$ cat src/rtl/mac_filter.sv
// Receive-path destination address filter: answers a compare request with an
// accept/drop verdict using promiscuous, multicast, broadcast and table rules.
module mac_filter #(
  parameter int unsigned NUM_ENTRIES = 14,
  parameter int unsigned IDX_W       = 4
) (
  input  logic             clk_i,
  input  logic             rst_i,
  input  logic             mac_rdy_i,
  input  logic [47:0]      mac_data_i,
  input  logic             mcast_i,
  input  logic             promis_i,
  input  logic             tbl_we_i,
  input  logic             tbl_clr_i,
  input  logic [IDX_W-1:0] tbl_idx_i,
  input  logic [47:0]      tbl_mac_i,
  output logic             cmp_done_o,
  output logic             cmp_res_o,
  output logic [IDX_W-1:0] hit_idx_o,
  output logic             busy_o
);

  typedef enum logic [1:0] {
    IDLE,
    CHECK,
    SCAN,
    DONE
  } state_t;

  state_t                 state;
  logic                   rdy_q;
  logic                   start;
  logic [47:0]            addr_r;
  logic [IDX_W-1:0]       idx;
  logic [47:0]            entry_mac [NUM_ENTRIES];
  logic [NUM_ENTRIES-1:0] valid;
  logic                   wr_ok;
  logic                   fast_ok;
  logic                   entry_hit;
  logic                   last_idx;

  assign start     = mac_rdy_i & ~rdy_q;
  assign wr_ok     = tbl_we_i && (32'(tbl_idx_i) < NUM_ENTRIES);
  assign fast_ok   = promis_i || (addr_r == '1) || (mcast_i && addr_r[40]);
  assign entry_hit = valid[idx] && (entry_mac[idx] == addr_r);
  assign last_idx  = (idx == IDX_W'(NUM_ENTRIES - 1));

  // Clear has priority over a same-cycle write, so the written entry stays invalid.
  always_ff @(posedge clk_i) begin
    if (rst_i || tbl_clr_i) begin
      valid <= '0;
    end else if (wr_ok) begin
      valid[tbl_idx_i] <= 1'b1;
    end
  end

  always_ff @(posedge clk_i) begin
    if (wr_ok && !tbl_clr_i) begin
      entry_mac[tbl_idx_i] <= tbl_mac_i;
    end
  end

  always_ff @(posedge clk_i) begin
    if (rst_i) begin
      state      <= IDLE;
      rdy_q      <= 1'b0;
      addr_r     <= '0;
      idx        <= '0;
      cmp_done_o <= 1'b0;
      cmp_res_o  <= 1'b0;
      hit_idx_o  <= '0;
      busy_o     <= 1'b0;
    end else begin
      rdy_q      <= mac_rdy_i;
      cmp_done_o <= 1'b0;
      case (state)
        IDLE: begin
          if (start) begin
            addr_r <= mac_data_i;
            busy_o <= 1'b1;
            state  <= CHECK;
          end
        end
        CHECK: begin
          if (fast_ok) begin
            cmp_res_o  <= 1'b1;
            hit_idx_o  <= '0;
            cmp_done_o <= 1'b1;
            state      <= DONE;
          end else begin
            idx   <= '0;
            state <= SCAN;
          end
        end
        SCAN: begin
          if (entry_hit) begin
            cmp_res_o  <= 1'b1;
            hit_idx_o  <= idx;
            cmp_done_o <= 1'b1;
            state      <= DONE;
          end else if (last_idx) begin
            cmp_res_o  <= 1'b0;
            hit_idx_o  <= '0;
            cmp_done_o <= 1'b1;
            state      <= DONE;
          end else begin
            idx <= idx + 1'b1;
          end
        end
        DONE: begin
          busy_o <= 1'b0;
          state  <= IDLE;
        end
        default: begin
          busy_o <= 1'b0;
          state  <= IDLE;
        end
      endcase
    end
  end

endmodule

$ cat config.mk
export PLATFORM = sky130hd
export DESIGN_NAME = mac_filter
export DESIGN_NICKNAME = d
export VERILOG_FILES = /design/src/rtl/mac_filter.sv
export SDC_FILE = /design/constraint.sdc
export NUM_CORES = 1
export LEC_CHECK = 0
export CAP_MARGIN = 20
export CORE_AREA = 10 10 245 247
export CTS_CLUSTER_SIZE = 28
export DETAILED_ROUTE_END_ITERATION = 16
export DIE_AREA = 0 0 255 257
export PLACE_DENSITY_LB_ADDON = 0.2
export SKIP_CTS_REPAIR_TIMING = 1
export SLEW_MARGIN = 10
export SYNTH_ARGS = -nofsm -noshare
export SYNTH_HDL_FRONTEND = slang
export SYNTH_SLANG_ARGS = --single-unit
$ cat constraint.sdc
create_clock -name clk_i -period 5.3 [get_ports clk_i]
set_clock_uncertainty 0.15 [all_clocks]
set_input_delay 1.06 -clock clk_i [delete_from_list [all_inputs] [get_ports clk_i]]
set_output_delay 1.06 -clock clk_i [all_outputs]
set_load 0.005 [all_outputs]
Word-level counts from Yosys, hierarchy flattened --
Memory sizes are Yosys's and may differ from the RTL's. A register that Yosys moved wholly into a read port is not among the register bits. Index checks and enable logic that the tools add are counted.
Operators by class: add/subtract/negate cells 1, order comparisons 4, equal/unequal tests 12, multiplexer cells 31, bitwise gates (word level) 3, reduce and logical (&&, ||, !) cells 17
Operator list (number):
- 48-bit == test | 1
- 48-bit == test, second input constant | 1
- 4-bit two-way mux | 8
- 4-bit one-hot mux with 2 select lines | 2
- 14-bit bitwise OR | 1
- 1-bit two-way mux | 12
- 4-bit by 5-bit less-than comparator with 1-bit output, second input constant | 2
- 2-bit inequality test, second input constant | 5
- 2-bit one-hot mux with 4 select lines | 1
- 2-bit two-way mux | 3
- 1-bit one-hot mux with 2 select lines | 3
- 2-bit AND reduction | 3
- 1-bit logical AND | 5
- 4-bit by 1-bit adder with 4-bit output, second input constant | 1
- 1-bit binary-select mux with 4-bit select | 1
- 1-bit demux with 4-bit select | 1
- 2-bit == test, second input constant | 2
- 4-bit == test, second input constant | 1
- 4-bit by 1-bit greater-or-equal comparator with 1-bit output, second input constant | 1
- 4-bit less-than comparator, second input constant | 1
- 4-bit AND reduction | 1
- 2-bit nonzero test | 2
- 1-bit logical OR | 3
- 3-bit inequality test, second input constant | 1
- 6 further kinds | 6
Word-level totals: register bits 76, RAM bits 672, bits of input ports 107, output and inout port bits 7, logic and storage cells 78, memories 1
Memories:
- entry_mac | words 14, bits a word 48, rd ports 1, clocked after Yosys merged registers in 1, wr ports 1, line 35 | logic [47:0] entry_mac [NUM_ENTRIES];

Logic depth before layout (Yosys ltp) --
Gate-level depths: netlist (run 1).
word-level depth 7, depth in mapped cells 15, mapped depth without buffers 10

Worst setup path after synthesis (run 1) --
Ideal clock, no wire load.
path type in2reg, from input port tbl_idx_i[2], to memory entry_mac[2][0], enable pin, library setup time 0.513 ns, arrival time 4.850 ns, data required time 4.637 ns, setup slack -0.213 ns, cell stages on the path 2, path buffers 0, cells stage by stage or3b_2 nor3_1
Between the ends: cells in the longest elaborated chain, start to end 5
RTL lines:
- start: declaration | line 15 | input logic [IDX_W-1:0] tbl_idx_i,
- 4-bit less-than comparator | line 43 | assign wr_ok = tbl_we_i && (32'(tbl_idx_i) < NUM_ENTRIES);
- 1-bit logical AND | line 43
- 1-bit logical AND | line 58 | if (wr_ok && !tbl_clr_i) begin
- 1-bit two-way mux | line 58
- 1-bit two-way mux (implied by the code) | line 59 | entry_mac[tbl_idx_i] <= tbl_mac_i;
- end: declaration | line 35
Parallel ways exist; a longest one is shown, timed or not.

==> reports/metrics.csv, run 1 <==
metric,value,unit
synth_top_family_by_area,multiplexers,
die_h,257,um
grt_usage,0.238,
die_area,65500,um2
grt_pass1_wl,114000,um
synth.area.top_cells,"edfxtp_1, mux4_2, dfxtp_1, mux2i_1, mux2_2",
clock-root-buffer,clkbuf_16,
whs_endpoint,valid[12],
yosysSeqAreaShare,0.723,
max_freq,211,MHz
ioPinCount,114,
vias_per_cell,6.37,
cp_slowest_stage_delay,0.75,ns
dp.cells,2498,
syn-instance-count,1722,
r2r_setup_slack,0.55,ns
die_width,255,um
synth_top_area_share,0.670,
hold_start,valid[12],
worstPathCellList,buf_12 > mux4_1 > nor2_1 > or4_1 > o2111ai_1 > o31ai_1 > nand4_1 > or4_4 > o21a_1 > a2111oi_2 > a211oi_1,
synth_fp_nets,1835,
synth_xor_area_frac,0.0169,
antenna_found_initial,3,
synth_mux_area_frac,0.144,
wl,77300,um
synth_flop_cell,edfxtp_1,
status,completed,
fin_worst_hold_slack,0.317,ns
cts_buffers,76,
powerDensity,388,nW/um2
grt_overflow,0,
initialDrtViolationCount,2004,
critPathCaptureType,flop,
instances_no_fill,2638,
crit_slowest_cell,dfxtp_4,
design_area,34800,um2
diodes,0,
drcViolationCount,0,
htreeDepth,3,
path_class,reg2reg,
rr_endpoint,state[0],
synthArstFlopShare,0,
slew_headroom,0.221,
synthAdderAreaFrac,0.00249,
fin_ws,0.551,ns
synth_warnings,0,
setup_viol,0,
synth-simple-area-share,0.0482,
avgSynthCellArea,17.5,um2
cts_max_path_buffers,3,
final_nets,1985,
rsz0062_at_grt,false,
r2r_cells,11,
num_rows,86,
grt_max_degree,68,
required,5.63,ns
dp_slack,0.667,ns
slew_violations,0,
synth-edff-count,672,
cts_num_sinks,752,
cp-start-kind,flop,
drive_gt1_frac,0.186,
routabilityCongestion,0.899,
crit_fanout,36,
finalCriticalPeriod,4.75,ns
areaGrowthSynthToFinish,15.5,%
placed_cell_area,32300,um2
clk_latency,0.63,ns
cts_tree,yes,
drt_pass1_iterations,5,
drv_cap,0,
ir_drop,0.263,mV
worstHoldPathType,reg2reg,
dp_hpwl,46600,um
total_power,13500,uW
syn-cell-area,30100,um2
path_clk_slew,0.06,ns
via_count,16791,
hold_depth,2,
ys_ff_latch,752,
synth_top_area_cell,edfxtp_1,
start_util,0.549,
hold_viol,0,
core-area,54900,um2
grt_pass1_vias,16675,
yosysUniqueCellTypes,74,
leakagePower,0.0109,uW
antenna_left,0,
tightestPinTransition,1.16,ns
synth_compound_area_frac,0.0461,
wl_per_cell,29.3,um
numPortBuffers,113,
fin_crit_sh,0.896,
crit_arrival,5.08,ns
## critical path, delay by kind of cell, from the launching register on
kind            cells  cell delay [ns]
compound gates      5             1.58
simple gates        4             1.17
flops               1             0.75
mux                 1             0.59
buf+inv             1             0.33
## layer usage
layer,wire length (um),up-vias,track usage
li1,-,7144,-
met1,31300,8619,0.331
met2,36000,876,0.366
met3,7680,148,0.0561
met4,2240,4,0.0770
met5,34,-,0
## how the worst max path moves through the flow
stage | to | slack, ns
finish | state[0] | 0.55
global route | state[0] | 0.46
CTS | state[0] | 0.65
detailed placement | state[0] | 0.67
global placement | state[0] | 0.70
floorplan | entry_mac[2][0] | -0.21
## cells in the final DEF, fill, tap and decap left out, drive strengths merged, types with 4 or more instances in the layout
cell type,instances
or3,4
a31oi,11
mux2i,94
a22o,4
xnor2,27
nor3,14
nand2,136
inv,15
buf,51
mux4,117
bufinv,5
o31ai,6
or2,5
a211oi,9
a221oi,5
or4,5
o211ai,14
o311ai,4
mux2,67
edfxtp,672
clkdlybuf4s50,112
a22oi,8
a21oi,77
nor2b,16
nand2b,13
ha,6
clkbuf,103
xor2,31
nor2,52
dfxtp,80
nand4,22
clkinv,27
nor4,7
o21ai,40
nand3,15
o22ai,14
## per-stage QoR
step | util | setup TNS (ns)
after floorplan | - | -20.47
after global placement | 0.589 | 0
after detailed placement | 0.589 | 0
after CTS | 0.634 | 0
after global routing | 0.634 | 0
final | 0.634 | 0
## sequential cells by signal, summed over array words and instances (netlist names), named ones only
signal / count
entry_mac: 672
addr_r: 48
valid: 14
hit_idx_o: 4
idx: 4
state: 2
busy_o: 1
cmp_done_o: 1
cmp_res_o: 1
rdy_q: 1
## final cells by class
type,count,area (um2)
clock buffers,103,2130
clock inverters,37,327
fillers,3829,20100
inverters,13,48.8
multi-input cells,866,7880
flip-flops and latches,752,21800
well taps,704,881
repair buffers,163,1710
## power breakdown
group | total, uW | internal, uW | switching, uW | leakage [uW]
Clock | 5260 | 3070 | 2200 | 0.00119
Sequential | 6790 | 6590 | 203 | 0.00671
Combinational | 1450 | 635 | 817 | 0.00296
## cells in the mapped netlist (all sizes together) (15+ instances only)
master / count
nand4: 22
xor2: 31
buf: 55
a21oi: 77
mux2: 67
edfxtp: 672
dfxtp: 80
nor2: 52
mux4: 117
nor2b: 16
nand2: 136
clkbuf: 36
mux2i: 94
nand3: 15
o21ai: 40
xnor2: 27
## cells by family after synthesis
| group | count (synthesis) |
|---|---|
| flip-flops | 752 |
| multiplexers | 278 |
| XOR/XNOR | 58 |
| adder cells (fa/ha/maj) | 6 |
| buffers and inverters | 104 |
| AND/OR/NAND/NOR | 305 |
| AO/OA/AOI/OAI | 219 |
Power figures use the tool's default switching activity.
==> run 2, diff against run 1 <==
ABC_AREA = 1   (was not set)
CORE_AREA = 10 10 255 257   (was 10 10 245 247)
DIE_AREA = 0 0 265 267   (was 0 0 255 257)
==> run 2 against run 1 <==
Critical path depth increased by 4. Register-to-register slack improved by 0.99 ns. Wire length increased by 14%. Total power increased by 22%. Count of clock-buffer cells in the layout increased by 2. Worst hold slack got worse by 0.0079 ns.
==> reports/metrics.csv, run 2 <==
metric,value,unit
die_h,267,um
drt_pass1_iterations,6,
largestRegisters,"entry_mac x672, addr_r x48, valid x14",
total_power,16500,uW
avgSynthCellArea,10.1,um2
synth.most_common_cell,nand2_1,
crit_family,simple AND/OR/NAND/NOR gates,
start_util,0.543,
setup_viol,0,
path_class,reg2reg,
finalCriticalPeriod,3.75,ns
num_rows,90,
leakagePower,0.0145,uW
drv_cap,0,
crit_arrival,4.13,ns
drive_gt1_frac,0.0595,
powerDensity,449,nW/um2
synth.area.top_cells,"edfxtp_1, nand2_1, nand3_1, dfxtp_1, inv_1",
cp_common_cell,nand3_1,
cts_num_sinks,752,
dp.cells,3987,
slew_violations,0,
regMostFlops,entry_mac,
synth_top_area_cell,edfxtp_1,
fin_util,0.614,
die_area,70800,um2
critPathCaptureType,flop,
ioPinCount,114,
instances_no_fill,4129,
areaGrowthSynthToFinish,12.9,%
htreeDepth,3,
design_area,36800,um2
die_width,265,um
clk_latency,0.63,ns
routabilityCongestion,0.865,
numPortBuffers,113,
synth_commonest_cells,"nand2_1, edfxtp_1, nand3_1",
synth_fp_nets,3324,
hold_viol,0,
fin_crit_sh,0.708,
cts_max_path_buffers,3,
tns,0,ns
cp_slowest_stage_delay,0.69,ns
status,completed,
cp-start-kind,flop,
synth_warnings,0,
vias_per_cell,5.61,
final_nets,3397,
grt_usage,0.247,
wl,87900,um
synthArstFlopShare,0,
grt_max_degree,159,
synth_top_area_share,0.620,
initialDrtViolationCount,2864,
final_common_cell,nand2_1,
grt_pass1_wl,133000,um
synth_flop_cell,edfxtp_1,
final_cell_mix,"nand2_1, edfxtp_1, nand3_1",
crit_fanout,49,
tightestPinTransition,0.949,ns
cts_buffers,76,
antenna_left,0,
required,5.68,ns
largest_reg_flops,672,
drcViolationCount,0,
placed_cell_area,34200,um2
cts_tree,yes,
clock-root-buffer,clkbuf_16,
grt_overflow,0,
crit_slowest_cell,dfxtp_4,
antenna_found_initial,2,
wl_per_cell,21.3,um
core-area,59900,um2
ir_drop,0.276,mV
syn-instance-count,3211,
yosysSeqAreaShare,0.669,
slew_headroom,0.366,
rsz0062_at_grt,false,
syn-cell-area,32500,um2
ys_ff_latch,752,
grt_pass1_vias,22308,
worstHoldPathType,reg2reg,
dp_hpwl,52800,um
path_clk_slew,0.06,ns
via_count,23174,
crit_buf_inv,2,
worstPathCellList,inv_4 > buf_12 > a21oi_1 > o21ai_0 > nand3_1 > nand3_1 > nand2_1 > nand2_1 > nor2_1 > nand3_1 > nor2_4 > nand3_2 > nand3_1 > nand2_1 > a21oi_1,
synth-edff-count,672,
max_freq,266,MHz
yosysUniqueCellTypes,38,
==> run 2: cell families after synthesis <==
kind of cell	after synthesis	synth area share
buf+inv	507	0.0709
simple gates	1687	0.215
fa+ha+maj	6	0.00231
flops	752	0.669
compound gates	258	0.0421
xor+xnor	1	0.000269
==> run 2: tightest hold or removal path: cells and delay by family (launching register included) <==
family	cells	cell delay [ns]
buffers and inverters	1	0.05
AO/OA/AOI/OAI	1	0.05
flip-flops	1	0.31
==> run 2: worst paths after layout <==
check	start	end	slack, ns	cells after the start
min	valid[4]	valid[4]	0.31	2
max reg2reg	flop	flop	1.55	15
min reg2reg	valid[4]	valid[4]	0.31	2
max	flop	flop	1.55	15
==> run 2: layout make-up <==
| type | count | area (um2) |
|---|---|---|
| Clock buffer | 105 | 2120 |
| Inverter | 340 | 1290 |
| Fill cell | 4797 | 23200 |
| Sequential cell | 752 | 21800 |
| Clock inverter | 34 | 365 |
| Tap cell | 782 | 978 |
| Timing Repair Buffer | 162 | 1620 |
| Antenna cell | 2 | 5.00 |
| Multi-Input combinational cell | 1952 | 8570 |
==> run 2: power by group <==
part           switching (uW)  leakage, uW  internal, uW
registers                 253      0.00671          6660
clock network            2220      0.00122          3150
logic                    2980      0.00661          1230
total                    5450       0.0145         11000
==> run 2: metal layers <==
metal / up-vias / track usage / share of wire
li1: 10835 / - / -
met1: 11123 / 0.323 / 0.40
met5: - / 0 / 0
met3: 149 / 0.0381 / 0.087
met4: 0 / 0.0938 / 0.030
met2: 1067 / 0.411 / 0.48
==> run 2: stage by stage <==
step | hold WS, ns | setup WS [ns]
after floorplan | 0.280 | 1.13
after global placement | 0.294 | 1.54
after detailed placement | 0.302 | 1.55
after CTS | 0.311 | 1.64
after global routing | 0.322 | 1.36
final | 0.309 | 1.55
==> run 3, diff against run 2 <==
CORE_AREA = 10 10 244 246   (was 10 10 255 257)
DIE_AREA = 0 0 254 256   (was 0 0 265 267)
clock period = 3.8 ns   (was 5.3 ns; I/O delays follow)
==> run 3 against run 2 <==
Final area increased by 1.1%. Register-to-register slack worse by 1.4 ns. Total power up 40%. Setup slack worse by 1.4 ns. Clock power grew 40%. First-iteration DRC count down 4.3%. Wire length rose by 0.66%. Count of clock-buffer cells in the layout grew 7. Critical path depth up 2. Fmax rose by 2.5%. Critical path type unchanged. Largest power group unchanged.
==> reports/metrics.csv, run 3 (same netlist as run 2, synthesis figures left out) <==
metric,value,unit
status,completed,
register_area,21800,um2
ir_drop,0.425,mV
final_nets,3416,
areaGrowthSynthToFinish,14.1,%
setup_viol,0,
num_rows,86,
drcViolationCount,0,
die_area,65000,um2
ioPinCount,114,
final_cell_mix,"nand2_1, edfxtp_1, nand3_1",
htreeDepth,3,
cp-start-kind,flop,
max_freq,273,MHz
crit_fanout,113,
grt_pass1_vias,22458,
largest_reg_flops,672,
cts_tree,yes,
cts_num_sinks,752,
leakagePower,0.0147,uW
drv_cap,0,
path_class,reg2reg,
antenna_found_initial,5,
finalCriticalPeriod,3.66,ns
core-area,54700,um2
grt_overflow,0,
grt_pass1_wl,134000,um
tightestPinTransition,0.973,ns
multi_input_area,8580,um2
wl,88400,um
fin_crit_sh,0.964,
antenna_left,0,
grt_usage,0.269,
vias_per_cell,5.78,
powerDensity,623,nW/um2
die_width,254,um
dp_hpwl,50000,um
tns,0,ns
routabilityCongestion,0.876,
r2r_setup_slack,0.14,ns
drive_gt1_frac,0.0651,
largestRegisters,"entry_mac x672, addr_r x48, valid x14",
regMostFlops,entry_mac,
slew_violations,0,
path_clk_slew,0.06,ns
clk_latency,0.63,ns
initialDrtViolationCount,2741,
cts_buffers,77,
slew_headroom,0.350,
final_common_cell,nand2_1,
fin_worst_hold_slack,0.305,ns
start_util,0.595,
required,4.17,ns
rsz0062_at_grt,false,
hold_viol,0,
die_h,256,um
clock-root-buffer,clkbuf_16,
grt_max_degree,164,
wl_per_cell,21.7,um
via_count,23494,
numPortBuffers,113,
crit_arrival,4.03,ns
drt_pass1_iterations,6,
n_fill_cell,3935,
total_power,23100,uW
cts_max_path_buffers,3,
worstHoldPathType,reg2reg,
critPathCaptureType,flop,
## run 3: final timing paths
path / start / to / cells after the start
worst max-delay path: flop / flop / 17
worst min-delay path: valid[1] / valid[1] / 2
worst max register to register: flop / flop / 17
worst min register to register: valid[1] / valid[1] / 2
## run 3: where the power goes
part	switching [uW]	internal (uW)
Clock	3080	4450
Sequential	361	9280
Combinational	4100	1870
## run 3: layer usage
metal | vias to the layer above | wire (um) | track usage
met5 | - | 47 | 0
met4 | 4 | 2700 | 0.0996
met3 | 188 | 9060 | 0.0502
met2 | 1261 | 42000 | 0.433
met1 | 11182 | 34700 | 0.361
li1 | 10859 | - | -
## run 3: worst max-delay path: stages, from the launching register on
cell and delay [ns]:
dfxtp_4 0.52, clkinv_16 0.25, buf_4 0.34, nand2_1 0.07, nand3_1 0.07, nand3_1 0.09, nand3_1 0.15, nand3_1 0.28
nand2_1 0.13, nor2_2 0.22, nand2_1 0.15, nor2_1 0.13, nand2_1 0.10, nor2_4 0.19, nand3_2 0.13, nand3_1 0.18
nand2_1 0.10, a21oi_1 0.19
## run 3: final cells by class
class / instances / share of cell area
sequential: 752 / 0.587
multi-input combinational: 1952 / 0.231
clock buffer: 112 / 0.0595
timing repair buffer: 180 / 0.0560
inverter: 340 / 0.0353
tap: 704 / 0.0237
clock inverter: 26 / 0.00788
antenna: 2 / 0.000135
## run 3: per-stage QoR
step | std cells | setup WS [ns] | util | area (um2)
after CTS | 4064 | 0.0911 | 0.678 | 37100
after global placement | 3926 | 0.148 | 0.632 | 34600
final | 4068 | 0.135 | 0.680 | 37100
after global routing | 4068 | 0.0440 | 0.680 | 37100
after detailed placement | 3926 | 0.115 | 0.632 | 34600
after floorplan | 3211 | 0.118 | - | 32600
